### src/rtl/cle_sram_arbiter.sv
// rtl/cle_sram_arbiter.sv - two-master round-robin SRAM arbiter with burst limit, lock and read-return tagging (option: CLE_ARB_FIXED_PRIO_EN)
module cle_sram_arbiter #(
    parameter int AW        = 10,
    parameter int DW        = 8,
    parameter int MAX_BURST = 8
) (
    input  logic          clk,
    input  logic          reset,
    input  logic          m0_req,
    input  logic          m0_lock,
    input  logic          m0_wen,
    input  logic [AW-1:0] m0_a,
    input  logic [DW-1:0] m0_d,
    output logic          m0_gnt,
    output logic          m0_rvalid,
    output logic [DW-1:0] m0_rdata,
    input  logic          m1_req,
    input  logic          m1_lock,
    input  logic          m1_wen,
    input  logic [AW-1:0] m1_a,
    input  logic [DW-1:0] m1_d,
    output logic          m1_gnt,
    output logic          m1_rvalid,
    output logic [DW-1:0] m1_rdata,
    input  logic [DW-1:0] sram_q,
    output logic [AW-1:0] sram_a,
    output logic [DW-1:0] sram_d,
    output logic          sram_wen,
    output logic          arb_idle
);

    typedef enum logic [1:0] {IDLE, OWN0, OWN1} state_t;

    localparam logic [3:0] MAX_B = 4'(MAX_BURST);

    state_t        state;
    logic          rr_ptr;
    logic [3:0]    beat_cnt;
    logic          tag1_v, tag1_id, tag2_v, tag2_id;

    logic          own_id;
    logic          own_req;
    logic          own_lock;
    logic          oth_req;
    logic          accept;
    logic          sel_wen;
    logic [AW-1:0] sel_a;
    logic [DW-1:0] sel_d;
    logic [3:0]    cnt_next;
    logic          burst_done;
    logic          yield;
    logic          idle_pick1;

    always_comb begin
        own_id     = (state == OWN1);
        own_req    = own_id ? m1_req  : m0_req;
        own_lock   = own_id ? m1_lock : m0_lock;
        oth_req    = own_id ? m0_req  : m1_req;
        accept     = (state == OWN0 && m0_req) || (state == OWN1 && m1_req);
        sel_wen    = own_id ? m1_wen : m0_wen;
        sel_a      = own_id ? m1_a   : m0_a;
        sel_d      = own_id ? m1_d   : m0_d;
        // Count saturates so a lone long burst never wraps back below the limit.
        cnt_next   = (accept && beat_cnt != MAX_B) ? beat_cnt + 4'd1 : beat_cnt;
        burst_done = (cnt_next >= MAX_B);
`ifdef CLE_ARB_FIXED_PRIO_EN
        idle_pick1 = 1'b1;
        if (own_id)
            yield = !m1_req;
        else
            yield = !m0_req || (m1_req && !m0_lock);
`else
        idle_pick1 = rr_ptr;
        yield      = !own_req || (burst_done && oth_req && !own_lock);
`endif
    end

    always_ff @(posedge clk or posedge reset) begin
        if (reset) begin
            state    <= IDLE;
            rr_ptr   <= 1'b0;
            beat_cnt <= 4'd0;
            m0_gnt   <= 1'b0;
            m1_gnt   <= 1'b0;
            sram_a   <= '0;
            sram_d   <= '0;
            sram_wen <= 1'b1;
            tag1_v   <= 1'b0;
            tag1_id  <= 1'b0;
            tag2_v   <= 1'b0;
            tag2_id  <= 1'b0;
        end else begin
            sram_wen <= 1'b1;
            if (accept) begin
                sram_a   <= sel_a;
                sram_d   <= sel_d;
                sram_wen <= sel_wen;
            end
            // Tag follows the access through the SRAM so data returns to its issuer after a switch.
            tag1_v  <= accept && sel_wen;
            tag1_id <= own_id;
            tag2_v  <= tag1_v;
            tag2_id <= tag1_id;

            case (state)
                IDLE: begin
                    beat_cnt <= 4'd0;
                    if ((m0_req && m1_req && idle_pick1) || (m1_req && !m0_req)) begin
                        state  <= OWN1;
                        m1_gnt <= 1'b1;
                    end else if (m0_req) begin
                        state  <= OWN0;
                        m0_gnt <= 1'b1;
                    end
                end
                OWN0, OWN1: begin
                    if (yield) begin
                        beat_cnt <= 4'd0;
                        rr_ptr   <= ~own_id;
                        if (oth_req) begin
                            state  <= own_id ? OWN0 : OWN1;
                            m0_gnt <= own_id;
                            m1_gnt <= ~own_id;
                        end else begin
                            state  <= IDLE;
                            m0_gnt <= 1'b0;
                            m1_gnt <= 1'b0;
                        end
                    end else begin
                        beat_cnt <= cnt_next;
                    end
                end
                default: begin
                    state    <= IDLE;
                    m0_gnt   <= 1'b0;
                    m1_gnt   <= 1'b0;
                    beat_cnt <= 4'd0;
                end
            endcase
        end
    end

    assign m0_rvalid = tag2_v && !tag2_id;
    assign m1_rvalid = tag2_v && tag2_id;
    assign m0_rdata  = sram_q;
    assign m1_rdata  = sram_q;
    assign arb_idle  = (state == IDLE) && !tag1_v && !tag2_v;

endmodule

### config.mk
export PLATFORM = sky130hd
export DESIGN_NAME = cle_sram_arbiter
export DESIGN_NICKNAME = d
export VERILOG_FILES = /design/src/rtl/cle_sram_arbiter.sv
export SDC_FILE = /design/constraint.sdc
export NUM_CORES = 1
export LEC_CHECK = 0
export CAP_MARGIN = 40
export CORE_ASPECT_RATIO = 1.5
export CORE_UTILIZATION = 30
export CTS_CLUSTER_DIAMETER = 50
export DETAILED_ROUTE_END_ITERATION = 6
export GPL_TIMING_DRIVEN = 0
export PLACE_DENSITY = 0.64
export SLEW_MARGIN = 20
export SYNTH_ARGS = -nofsm -noshare
export SYNTH_HDL_FRONTEND = slang
export SYNTH_SLANG_ARGS = --single-unit
### constraint.sdc
create_clock -name clk -period 2.25 [get_ports clk]
set_clock_uncertainty 0.15 [all_clocks]
set_input_delay 0.675 -clock clk [delete_from_list [all_inputs] [get_ports clk]]
set_output_delay 0.675 -clock clk [all_outputs]
set_load 0.01 [all_outputs]
==> reports/qor.yml <==
whs_ns: 0.206
syn_nets: 239
required_ns: 2.27
start_util_pct: 31.8
relSlewSlack_pct: 54.3
antennaDiodeCount: 0
grt_pass1_vias: 1716
synth-compound-area-share_pct: 14.1
num_rows: 33
crit_type: "register to register"
async_flop_share_pct: 100
p_per_area_nw_per_um2: 1090
finalCritPeriodShare_pct: 99.9
root_buffer: "clkbuf_8"
final_cell_count_no_fill: 353
antenna_found_initial: 0
nets: 341
syn_area_um2: 1770
ys_ff_latch: 32
clockBufferDepth: 2
nFillCells: 521
cts_sinks: 32
rsz0062_at_grt: "yes"
drc: 0
tritoncts: "yes"
portBuffers: 82
wl_met1_um: 1600
clk_pin_slew_worst_paths_ns: 0.07
drv_slew: 0
synth_top_family_by_area: "compound AO/OA/AOI/OAI gates"
first_pass_iters: 2
wire_per_inst_um: 12.5
yosysUniqueCellTypes: 37
wl_met3_um: 264
dr_wl_met2_um: 2430
setup_tns_ns: 0
layout_common_cells: "clkdlybuf4s50_1, dfrtp_1, buf_4"
gp_congestion: 0.761
die_x_um: 64.8
ys_warn_count: 0
drive_above_1_share_pct: 21.6
grt_max_degree: 33
core_area_um2: 5570
synth-xor-area-share_pct: 0.988
clock.fmax_mhz: 445
synth_edf_count: 0
final_common_cell: "clkdlybuf4s50_1"
seq_area_frac_synth_pct: 45.2
grt_pass1_wl_um: 7400
crit_path_frequent_cell: "a22oi_2"
status: "completed"
synth_fa_ha_area_share_pct: 4.23
end_kind: "register"
vias: 1624
arrival_ns: 2.27
clock_latency_ns: 0.28
finalInstanceArea_um2: 2950
htreeDepth: 2
numCtsBuffers: 5
via_per_inst: 4.60
io_pins: 92
hold_class: "register to register"
ir_worst_vdd_v: 0.000536
ys.flop_type: "dfrtp_1"
worst_pin_slew_ns: 0.686
max_cap_violations: 0
cpPeakStageDelay_ns: 0.43
cp_max_fo: 8
top_layer_used: "met4"
grt_usage_pct: 15.6
areaGrowthSynthToFinish_pct: 66.3
synth_simple_gate_area_share_pct: 11.3
wirelength_um: 4410
drt.antenna.violating_nets: 0
dp_hpwl_um: 3240
die-area_um2: 6230
crit_path_top_delay_cell: "dfrtp_1"
finalHoldViolations: 0
leakagePower_nw: 1.30
synth.area.mux_share_pct: 12.5
setup_viol: 0
placed_area_um2: 2690
place_inst: 333
die_y_um: 96.2
drtIter0Drc: 63
crit_chain: "inv_2 -> ha_4 -> a22oi_2 -> o21a_1 -> o311ai_2 -> buf_4 -> a22oi_2 -> mux2_4"
postSynthAreaPerCell_um2: 9.80
gr-total-overflow: 0
start_kind: "register"
fin_crit_ns: 2.25
syn_inst: 181
cells by family after synthesis:
group | Yosys count
compound gates | 38
mux | 22
buf+inv | 36
flops | 32
xor+xnor | 2
fa+ha+maj | 6
simple gates | 45
cell type report:
| class | count | area, um^2 | area share [%] |
|---|---|---|---|
| Multi-Input combinational cell | 113 | 828 | 28.1 |
| Clock buffer | 7 | 96.3 | 3.27 |
| Inverter | 10 | 37.5 | 1.27 |
| Timing Repair Buffer | 96 | 923 | 31.3 |
| Buffer | 25 | 174 | 5.90 |
| Sequential cell | 32 | 802 | 27.2 |
| Tap cell | 70 | 87.6 | 2.97 |
worst max-delay path: cells and delay by family (launching register included):
family                   cells  cell delay (ns)
adder cells (fa/ha/maj)      1             0.16
flip-flops                   1             0.43
AO/OA/AOI/OAI                4             0.79
buffers and inverters        2             0.28
multiplexers                 1             0.32
sequential cells by signal, summed over array words and instances, names as in the netlist:
register / count
tag1_id: 1
sram_d: 8
tag1_v: 1
sram_a: 10
m0_gnt: 1
state: 2
beat_cnt: 4
m1_gnt: 1
tag2_v: 1
sram_wen: 1
idle_pick1: 1
tag2_id: 1
final timing paths:
| kind | startpoint | to | slack, ns | cells after the start |
|---|---|---|---|---|
| min in group asynchronous | reset | sram_a[6] | 0.65 | 2 |
| max in group asynchronous | reset | sram_a[9] | 0.86 | 2 |
| worst min-delay path | tag1_id | tag2_id | 0.21 | 0 |
| worst min register to register | tag1_id | tag2_id | 0.21 | 0 |
| worst max-delay path | state[1] | state[0] | 0.003 | 8 |
| worst max register to register | state[1] | state[0] | 0.003 | 8 |
report_power, final:
part / internal, W / leakage (nW) / switching (W)
Combinational: 0.000955 / 0.842 / 0.000834
Sequential: 0.000815 / 0.406 / 0.000133
Clock: 0.000272 / 0.0503 / 0.000205
Total: 0.00204 / 1.30 / 0.00117
cells in the mapped netlist, types with 2 or more instances:
cell type	instances	area, um^2
a2111oi_0	2	17.5
a211o_1	2	17.5
a21oi_1	3	15.0
a31oi_1	2	12.5
buf_2	3	15.0
buf_4	18	135
clkbuf_1	5	18.8
dfrtp_1	31	776
ha_1	6	75.1
inv_1	10	37.5
mux2i_1	21	210
nand2_1	25	93.8
nand3_1	2	10.0
nor2_1	8	30.0
nor3_1	2	10.0
o21ai_0	19	95.1
xnor2_1	2	17.5
routing by layer:
layer  vias to the layer above  track usage (%)
met1                       756             15.3
met2                        58             29.8
met3                        10             3.55
li1                        800                -
met5                         -                0
met4                         0             7.96
repair_timing:
action,CTS,global route
pin swaps,8,4
gates cloned,0,0
setup buffers,11,3
resized for setup,18,11
hold buffers,0,0
setup endpoints to repair,29,24
through the flow:
stage / util (%) / power, W / setup slack [ns]
6_report: 52.9 / 0.00321 / 0.00275
5_1_grt: 52.9 / 0.00348 / -0.0960
4_1_cts: 52.2 / 0.00317 / -0.0261
3_5_place_dp: 48.2 / 0.00253 / -0.692
3_3_place_gp: 48.2 / 0.00249 / -0.676
2_1_floorplan: - / 0.00181 / 0.00683
Note: power is estimated with default switching activity, not from simulation.
